$ cat src/rtl/avrisc621_mc_pkg.sv
// Constants and FSM encoding shared by the multicore cluster's master, slave and return-path logic.
package avrisc621_mc_pkg;

  localparam int MC_NUM_SLAVES = 3;
  localparam int MC_DATA_W     = 8;
  localparam int MC_ID_W       = 2;

  typedef enum logic [2:0] {
    IDLE = 3'd0,
    SACK = 3'd1,
    SREL = 3'd2,
    MREQ = 3'd3,
    MREL = 3'd4
  } mc_state_e;

endpackage

$ cat src/rtl/slave_result_arbiter_rr_arbiter_comb.sv
// Round-robin request picker: the first requester above rr_last (with wrap) wins.
module rr_arbiter_comb
  import avrisc621_mc_pkg::*;
#(
  parameter int N    = MC_NUM_SLAVES,
  parameter int ID_W = MC_ID_W
) (
  input  logic [N-1:0]    req,
  input  logic [ID_W-1:0] rr_last,
  output logic [N-1:0]    grant,
  output logic [ID_W-1:0] grant_idx,
  output logic            any_req
);

  logic [ID_W-1:0] cand;

  // Scanned farthest-first so the nearest requester after rr_last overwrites the rest.
  always_comb begin
    grant     = '0;
    grant_idx = '0;
    cand      = '0;
    any_req   = |req;
    for (int off = N; off >= 1; off--) begin
      cand = ID_W'((int'(rr_last) + off) % N);
      if (req[cand]) begin
        grant       = '0;
        grant[cand] = 1'b1;
        grant_idx   = cand;
      end
    end
  end

endmodule

$ cat src/rtl/slave_result_arbiter.sv
// Slave-to-master result return path: round-robin capture from the slaves, then a
// req/ack presentation of the captured result and its slave ID to the master.
//
//   state | meaning
//   IDLE  | waiting for any slave request; arbitrates and captures on the edge
//   SACK  | S_ack held to the winner until it drops its request
//   SREL  | one-cycle gap; raises M_req and advances the rotation pointer
//   MREQ  | M_req held with stable data/id until the master acknowledges
//   MREL  | waiting for the master to drop M_ack; counts the transfer
module slave_result_arbiter
  import avrisc621_mc_pkg::*;
#(
  parameter int NUM_SLAVES = MC_NUM_SLAVES,
  parameter int DATA_W     = MC_DATA_W,
  parameter int ID_W       = MC_ID_W
) (
  input  logic                       Clock_pin,
  input  logic                       Reset_pin,
  input  logic [NUM_SLAVES-1:0]      S_req,
  input  logic [NUM_SLAVES*DATA_W-1:0] S_data,
  output logic [NUM_SLAVES-1:0]      S_ack,
  output logic                       M_req,
  output logic [DATA_W-1:0]          M_data,
  output logic [ID_W-1:0]            M_id,
  input  logic                       M_ack,
  output logic                       Busy,
  output logic [7:0]                 Xfer_count
);

  mc_state_e             state;
  logic [ID_W-1:0]       rr_last;
  logic [NUM_SLAVES-1:0] grant;
  logic [ID_W-1:0]       grant_idx;
  logic                  any_req;
  logic [DATA_W-1:0]     lane_data [NUM_SLAVES];

  for (genvar g = 0; g < NUM_SLAVES; g++) begin : g_lane
    assign lane_data[g] = S_data[g*DATA_W +: DATA_W];
  end

  rr_arbiter_comb #(
    .N    (NUM_SLAVES),
    .ID_W (ID_W)
  ) u_rr (
    .req       (S_req),
    .rr_last   (rr_last),
    .grant     (grant),
    .grant_idx (grant_idx),
    .any_req   (any_req)
  );

  // M_id doubles as the winner register for the whole transfer.
  always_ff @(posedge Clock_pin or posedge Reset_pin) begin
    if (Reset_pin) begin
      state      <= IDLE;
      S_ack      <= '0;
      M_req      <= 1'b0;
      M_data     <= '0;
      M_id       <= '0;
      Busy       <= 1'b0;
      Xfer_count <= '0;
      rr_last    <= ID_W'(NUM_SLAVES - 1);
    end else begin
      case (state)
        IDLE: begin
          if (any_req) begin
            M_data <= lane_data[grant_idx];
            M_id   <= grant_idx;
            S_ack  <= grant;
            Busy   <= 1'b1;
            state  <= SACK;
          end
        end
        SACK: begin
          if (!S_req[M_id]) begin
            S_ack <= '0;
            state <= SREL;
          end
        end
        SREL: begin
          M_req   <= 1'b1;
          rr_last <= M_id;
          state   <= MREQ;
        end
        MREQ: begin
          if (M_ack) begin
            M_req <= 1'b0;
            state <= MREL;
          end
        end
        MREL: begin
          if (!M_ack) begin
            Xfer_count <= Xfer_count + 8'd1;
            Busy       <= 1'b0;
            state      <= IDLE;
          end
        end
        default: begin
          S_ack <= '0;
          M_req <= 1'b0;
          Busy  <= 1'b0;
          state <= IDLE;
        end
      endcase
    end
  end

endmodule

$ cat config.mk
export PLATFORM = sky130hd
export DESIGN_NAME = slave_result_arbiter
export DESIGN_NICKNAME = d
export VERILOG_FILES = /design/src/rtl/avrisc621_mc_pkg.sv /design/src/rtl/slave_result_arbiter_rr_arbiter_comb.sv /design/src/rtl/slave_result_arbiter.sv
export SDC_FILE = /design/constraint.sdc
export NUM_CORES = 1
export LEC_CHECK = 0
export ABC_AREA = 1
export BUFFER_PORTS_ARGS = -buffer_cell sky130_fd_sc_hd__buf_2
export CAP_MARGIN = 15
export CORE_MARGIN = 2
export CORE_UTILIZATION = 47
export DETAILED_ROUTE_END_ITERATION = 12
export PLACE_DENSITY_LB_ADDON = 0.05
export SLEW_MARGIN = 20
export SYNTH_ARGS = -nofsm -noshare
export SYNTH_HDL_FRONTEND = slang
export SYNTH_HIERARCHICAL = 1
export SYNTH_SLANG_ARGS = --single-unit
export TNS_END_PERCENT = 20
$ cat constraint.sdc
create_clock -name Clock_pin -period 1.95 [get_ports Clock_pin]
set_clock_uncertainty 0.1 [all_clocks]
set_input_delay 0.4875 -clock Clock_pin [delete_from_list [all_inputs] [get_ports Clock_pin]]
set_output_delay 0.4875 -clock Clock_pin [all_outputs]
set_load 0.05 [all_outputs]
# Yosys cells after proc, flatten, opt, wreduce, memory -nomap -nowiden
# Index checks and enable logic that the tools add are counted.
[word_totals] output_inout_bits=23 ff_bits=28 input_bits=30 word_cells=86
[classes] muxes=36 addsub=4 order_cmp=8 bitwise_logic=5 div=3 n_eq_ne=8 reduce_logical=14
[ops] op="modulo 32 x 3 -> 32 bit, second input constant" n=3
[ops] op="two-way mux 3 bit" n=9
[ops] op="binary-select mux 8 bit (select 2 bit)" n=1
[ops] op="two-way mux 8 bit" n=2
[ops] op="case mux 3 bit (5 select lines)" n=1
[ops] op="less-than comparator 2 x 3 -> 1 bit, second input constant" n=4
[ops] op="OR reduction 3 bit" n=4
[ops] op="two-way mux 1 bit" n=10
[ops] op="case mux 3 bit (3 select lines)" n=1
[ops] op="adder 8 x 1 -> 8 bit, second input constant" n=1
[ops] op="binary-select mux 1 bit (select 2 bit)" n=4
[ops] op="inequality test 2 bit, second input constant" n=4
[ops] op="adder 2 x 2 -> 3 bit, second input constant" n=2
[ops] op="demux 1 bit (select 2 bit)" n=3
[ops] op="equality test 3 x 2 -> 1 bit, second input constant" n=2
[ops] op="greater-or-equal comparator 2 x 1 -> 1 bit, second input constant" n=3
[ops] op="two-way mux 2 bit" n=3
[ops] op="case mux 1 bit (3 select lines)" n=2
[ops] op="AND reduction 2 bit" n=3
[ops] op="AND reduction 3 bit" n=2
[ops] op="NOT 1 bit" n=4
[ops] op="AND reduction 4 bit" n=1
[ops] op="adder 2 x 1 -> 3 bit, second input constant" n=1
[ops] op="equality test 3 x 1 -> 1 bit, second input constant" n=1
[ops] op="other kinds (5)" n=7

# Depth between registers and ports, before layout
[logic_depth] word_depth=11 depth_mapped=17 mapped_depth_nobuf=16

# Hierarchy
# The synthesis kept the hierarchy.
[modules_own_cells] mod="slave_result_arbiter" instances=1 cells_per_inst=207 area_per_inst_um2=1539.0 seq_area_each_um2=701.9
[modules_own_cells] mod="rr_arbiter_comb" instances=1 cells_per_inst=56 area_per_inst_um2=275.3 seq_area_each_um2=0.0

# Worst setup path after synthesis
# No wires, ideal clock.
[synth_path] kind="reg2reg" start="reg rr_last[1]" end="reg M_data[0]" setup_ps=118 setup_slack_ps=-209 path_stages_with_launch=15 arrival_time_ps=1941 path_buffers=1 required_time_ps=1732 path_cell_list="dfstp_2 > ha_1 > inv_2 > nand3_2 > nand2_2 > nand3_1 > nand2_1 > nand2_1 > nand2_1 > buf_2 > clkinv_1 > nor2_1 > o31ai_1 > nand2_1 > nand2_1"
[synth_between] elab_chain_len=11
[synth_rtl] item="start, declared" line_no="slave_result_arbiter.sv:31" source="logic [ID_W-1:0] rr_last;"
[synth_rtl] item="start signal, assigned" line_no="slave_result_arbiter.sv:62" source="rr_last <= ID_W'(NUM_SLAVES - 1);"
[synth_rtl] item="start signal, assigned" line_no="slave_result_arbiter.sv:82" source="rr_last <= M_id;"
[synth_rtl] item="adder 2 x 2 -> 3 bit" line_no="slave_result_arbiter_rr_arbiter_comb.sv:24" source="cand = ID_W'((int'(rr_last) + off) % N);"
[synth_rtl] item="modulo 32 x 3 -> 32 bit" line_no="slave_result_arbiter_rr_arbiter_comb.sv:24"
[synth_rtl] item="binary-select mux 1 bit (select 2 bit)" line_no="slave_result_arbiter_rr_arbiter_comb.sv:25" source="if (req[cand]) begin"
[synth_rtl] item="two-way mux 1 bit (implied by the code)" line_no="slave_result_arbiter_rr_arbiter_comb.sv:25"
[synth_rtl] item="two-way mux 2 bit (2 in series)" line_no="slave_result_arbiter_rr_arbiter_comb.sv:25"
[synth_rtl] item="two-way mux 2 bit *" line_no="slave_result_arbiter_rr_arbiter_comb.sv:25"
[synth_rtl] item="via grant_idx[0]" line_no="slave_result_arbiter.sv:33" source="logic [ID_W-1:0] grant_idx;"
[synth_rtl] item="NOT 2 -> 3 bit (implied by the code) *" line_no="slave_result_arbiter.sv:67" source="M_data <= lane_data[grant_idx];"
[synth_rtl] item="binary-select mux 8 bit (select 2 bit) *" line_no="slave_result_arbiter.sv:67"
[synth_rtl] item="two-way mux 8 bit (implied by the code) * (2 in series)" line_no="slave_result_arbiter.sv:67"
[synth_rtl] item="end signal, assigned" line_no="slave_result_arbiter.sv:67"
[synth_rtl] item="end, declared" line_no="slave_result_arbiter.sv:23" source="output logic [DATA_W-1:0] M_data,"
# Mark *: on every way through the listed nets, which the timed path passes. The rest lies on a longest branch. The select of a mux whose other input is x is not followed.
# A chain may end at the register's enable or synchronous reset.

# Final worst setup path
[layout_path] start="reg rr_last[1]" end="reg M_data[2]"
# Same word-level chain as after synthesis.

==> results by group <==
Synth
  • Mean area per synthesized cell: 6.90 µm²
  • Combined area of all synthesized cells: 0.00181 mm²
  • Cell with the most instances after synthesis: nand2_1
  • Post-synthesis net count: 298
  • Number of enable-type register cells in the synthesized netlist: 0
  • Number of distinct standard cells referenced by the synthesized netlist: 26
  • Async S/R FF share, synth: 100%
  • Register bit count reported by yosys: 28
  • Count of warnings emitted by yosys: 6
  • Portion of synthesized cell area occupied by the leading cell type: 37.2%
  • Dominant cell type by area after synthesis: dfrtp_1
  • Dominant cells by area after synthesis: dfrtp_1, nand2_1, inv_1
  • Cells after Synth: 263
  • Top_reg_cell synth: dfrtp_1
  • Ranking of synthesized cells by instance count: nand2_1, inv_1, dfrtp_1
  • Sequential fraction of the synthesis area: 38.7%

Timing
  • Setup violations, final: 9
  • Portion of the clock cycle consumed by the worst path in the final layout: 110%
  • Setup repair after global routing missed its margin: true
  • Post-route setup TNS: -1.41 ns
  • Number of hold-slack violations in the final timing report: 0
  • Min setup slack post-route: -0.204 ns
  • Final Max Tran Viols: 0
  • Worst max-slew margin expressed relative to the limit: 71.3%
  • Worst Max-Slew Pin Slew: 0.429 ns
  • Achievable frequency: 464 MHz
  • Time the final worst path needs with I/O delays and setup: 2.15 ns

Run status
  • Failing checks: negative setup slack
  • Result of the run: finished, violations left

Floorplan
  • Area of the die: 0.00437 mm²
  • Core box area: 0.00369 mm²
  • Vertical extent of the die: 66.1 µm
  • Horiz. Die Dim: 66.1 µm
  • Num rows: 22
  • Ports placed on the boundary: 53
  • Initial core utilization: 49.2%

Pwr
  • Sequential fraction of design power: 22.9%
  • Internal power contribution: 2.11 mW
  • Combinational share of power: 69.9%
  • Power density cells: 1850 mW/mm²
  • Switching power share of the total: 53.7%
  • Clock power frac: 7.2%
  • Power spent charging and discharging nets: 2.45 mW
  • Leakage power total: 1.42 nW
  • Maximum VDD drop: 0.965 mV

Layout
  • Layout cells sized above 1: 37.2%
  • Antenna fix cells: 0
  • Number of nets in the final layout: 375
  • Non-filler instance count after layout: 387
  • Total of fill cells in the finished design: 356
  • Area Growth Syn to Fin: 36.2%

Global routing
  • Tot GR Track Use: 21.5%
  • Vias in the first global route: 1,654
  • Wire length of the first global-routing pass: 7.40 mm
  • Largest net degree at the start of global routing: 21
  • Sum of overflow across all layers after global routing: 0
  • Initial antenna violation count: 0

Clock tree
  • # clock sinks: 28
  • Clock insertion delay at the later pin of the skew report: 0.27 ns
  • Clock-pin slew reported for the worst setup and hold paths after clock tree synthesis: 0.10 ns
  • Clock root buffer master: clkbuf_8
  • Largest buffer count on any clock path: 2
  • Htree depth: 1
  • Number of clock buffers inserted by TritonCTS: 3
  • Count of hold buffers inserted by post-cts repair: 0
  • TritonCTS clock tree: done

Critical path
  • Worst flop-to-flop path endpoint: M_data[2]$_DFFE_PP0P_
  • Required time at the worst-slack endpoint: 2.06 ns
  • Path depth of the worst reg2reg path: 14
  • Critical-path maximum fanout: 10
  • Type of origin of the critical path: flip-flop
  • Arrival time of the worst setup path: 2.27 ns
  • Critical Path End Type: flip-flop
  • Launch instance of the worst register-to-register path: rr_last[1]$_DFFE_PP1P_
  • Critical setup path kind: flip-flop to flip-flop
  • Worst reg2reg setup slack: -0.20 ns

Hold path
  • Min-Delay Path Class: input pin to async pin

Route
  • Wire length per cell: 11.4 µm
  • WL final: 4.40 mm
  • Initial drt markers: 151
  • Post-detailed-route DRC marker count: 0
  • Number of nets still failing antenna checks after routing: 0
  • Number of search-and-repair iterations in the first detailed-routing pass: 4
  • Via density: 4.78
  • Number of vias in the routed layout: 1,851

Placed design
  • Count of buffers inserted at the top-level ports: 52
  • Post-placement cell count: 382
  • Worst Setup Slack post-DPL: -0.145 ns
  • Final estimated routing congestion in global placement: 0.867
  • Post-detail-place hpwl: 3.37 mm

Job
  • Number of max-capacitance violations reported: 0
[worst max path at each step]
stage                            from                    end  slack [ns]  cells past startpoint
6_report       rr_last[1]$_DFFE_PP1P_  M_data[2]$_DFFE_PP0P_       -0.20                     14
4_1_cts        rr_last[1]$_DFFE_PP1P_  M_data[1]$_DFFE_PP0P_       -0.15                     16
3_3_place_gp   rr_last[1]$_DFFE_PP1P_  M_data[1]$_DFFE_PP0P_       -0.14                     16
5_1_grt        rr_last[0]$_DFFE_PP0P_  M_data[2]$_DFFE_PP0P_       -0.35                     14
3_5_place_dp   rr_last[1]$_DFFE_PP1P_  M_data[1]$_DFFE_PP0P_       -0.15                     16
2_1_floorplan  rr_last[1]$_DFFE_PP1P_  M_data[0]$_DFFE_PP0P_       -0.02                     15
[cell type report]
type,instances,area (µm²),share of cell area [%]
Clock buffer,4,45.0,1.82
Inverter,39,154,6.23
Multi-Input combinational cell,192,1040,42.3
Sequential cell,28,702,28.4
Tap cell,48,60.1,2.43
Timing Repair Buffer,76,465,18.8
[cells in the final DEF (no fill, tap or decap), types with 4 or more instances in the layout]
master   netlist  final
buf_2          3     52
buf_4          0     22
dfrtp_1       27     27
inv_1         30     25
inv_2          8     12
nand2_1      101     97
nand2_2        4      6
nand3_1       22     18
nand3_2        2      5
nor2_1        20     19
nor2_2         4      4
o21ai_1        7      7
o31ai_1        7      4
xor2_1         4      4
[state kept, by name, indices dropped and copies added, names as in the netlist]
| signal | count |
|---|---|
| Busy | 1 |
| rr_last | 2 |
| Xfer_count | 8 |
| M_data | 8 |
| S_ack | 3 |
| state | 3 |
| M_id | 2 |
| M_req | 1 |
[repair_timing]
action | in CTS | in global routing
endpoints found under the setup margin | 9 | 10
hold endpoints to repair | 0 | 0
pin swaps | 3 | 7
resized for setup | 6 | 11
buffers inserted | 0 | 1
[metrics by stage]
stage / util [%] / hold WS (ns) / power, mW / cell area [µm²]
2_1_floorplan: - / 0.411 / 3.25 / 1880
4_1_cts: 65.6 / 0.0950 / 4.45 / 2420
6_report: 67.0 / 0.0889 / 4.56 / 2470
3_5_place_dp: 63.9 / 0.363 / 4.07 / 2360
5_1_grt: 67.0 / 0.117 / 4.94 / 2470
3_3_place_gp: 63.9 / 0.357 / 4.04 / 2360
[routing by layer]
metal | track usage, % | vias to the layer above | part of all wire [%]
li1 | - | 974 | -
met1 | 30.3 | 835 | 49
met2 | 35.9 | 40 | 47
met3 | 2.04 | 2 | 3.5
met4 | 4.59 | 0 | 0.61
met5 | 0 | - | 0
[power by group through the flow]
| stage | registers [mW] | clock network (mW) | logic, mW |
|---|---|---|---|
| 2_1_floorplan | 1.66 | 0 | 1.59 |
| 3_3_place_gp | 1.05 | 0 | 2.99 |
| 3_5_place_dp | 1.06 | 0 | 3.01 |
| 4_1_cts | 1.05 | 0.340 | 3.06 |
| 5_1_grt | 1.08 | 0.363 | 3.50 |
| 6_report | 1.05 | 0.328 | 3.19 |
[worst max-delay path: stages, from the launching register on]
cell and delay [ns]:
dfstp_2 0.60, ha_4 0.16, inv_1 0.06, nand2_1 0.10
nand3_4 0.11, nand3_1 0.11, nand2_1 0.06, nand2_1 0.06
nand2_2 0.06, buf_12 0.14, nor2_4 0.20, nand2_1 0.08
o31ai_1 0.09, nand2_1 0.09, nand2_1 0.07
[cells by family (layout without fill, tap and decap cells)]
group	count (synthesis)	after routing	synth area share (%)
and+or+nand+nor	161	161	39.0
AOI/OAI and AO/OA	22	22	7.45
adders and majority gates	5	5	3.45
DFF	28	28	38.7
xor gates and xnor gates	4	4	1.93
buffers and inverters	43	119	9.52
Power figures use the tool's default switching activity.
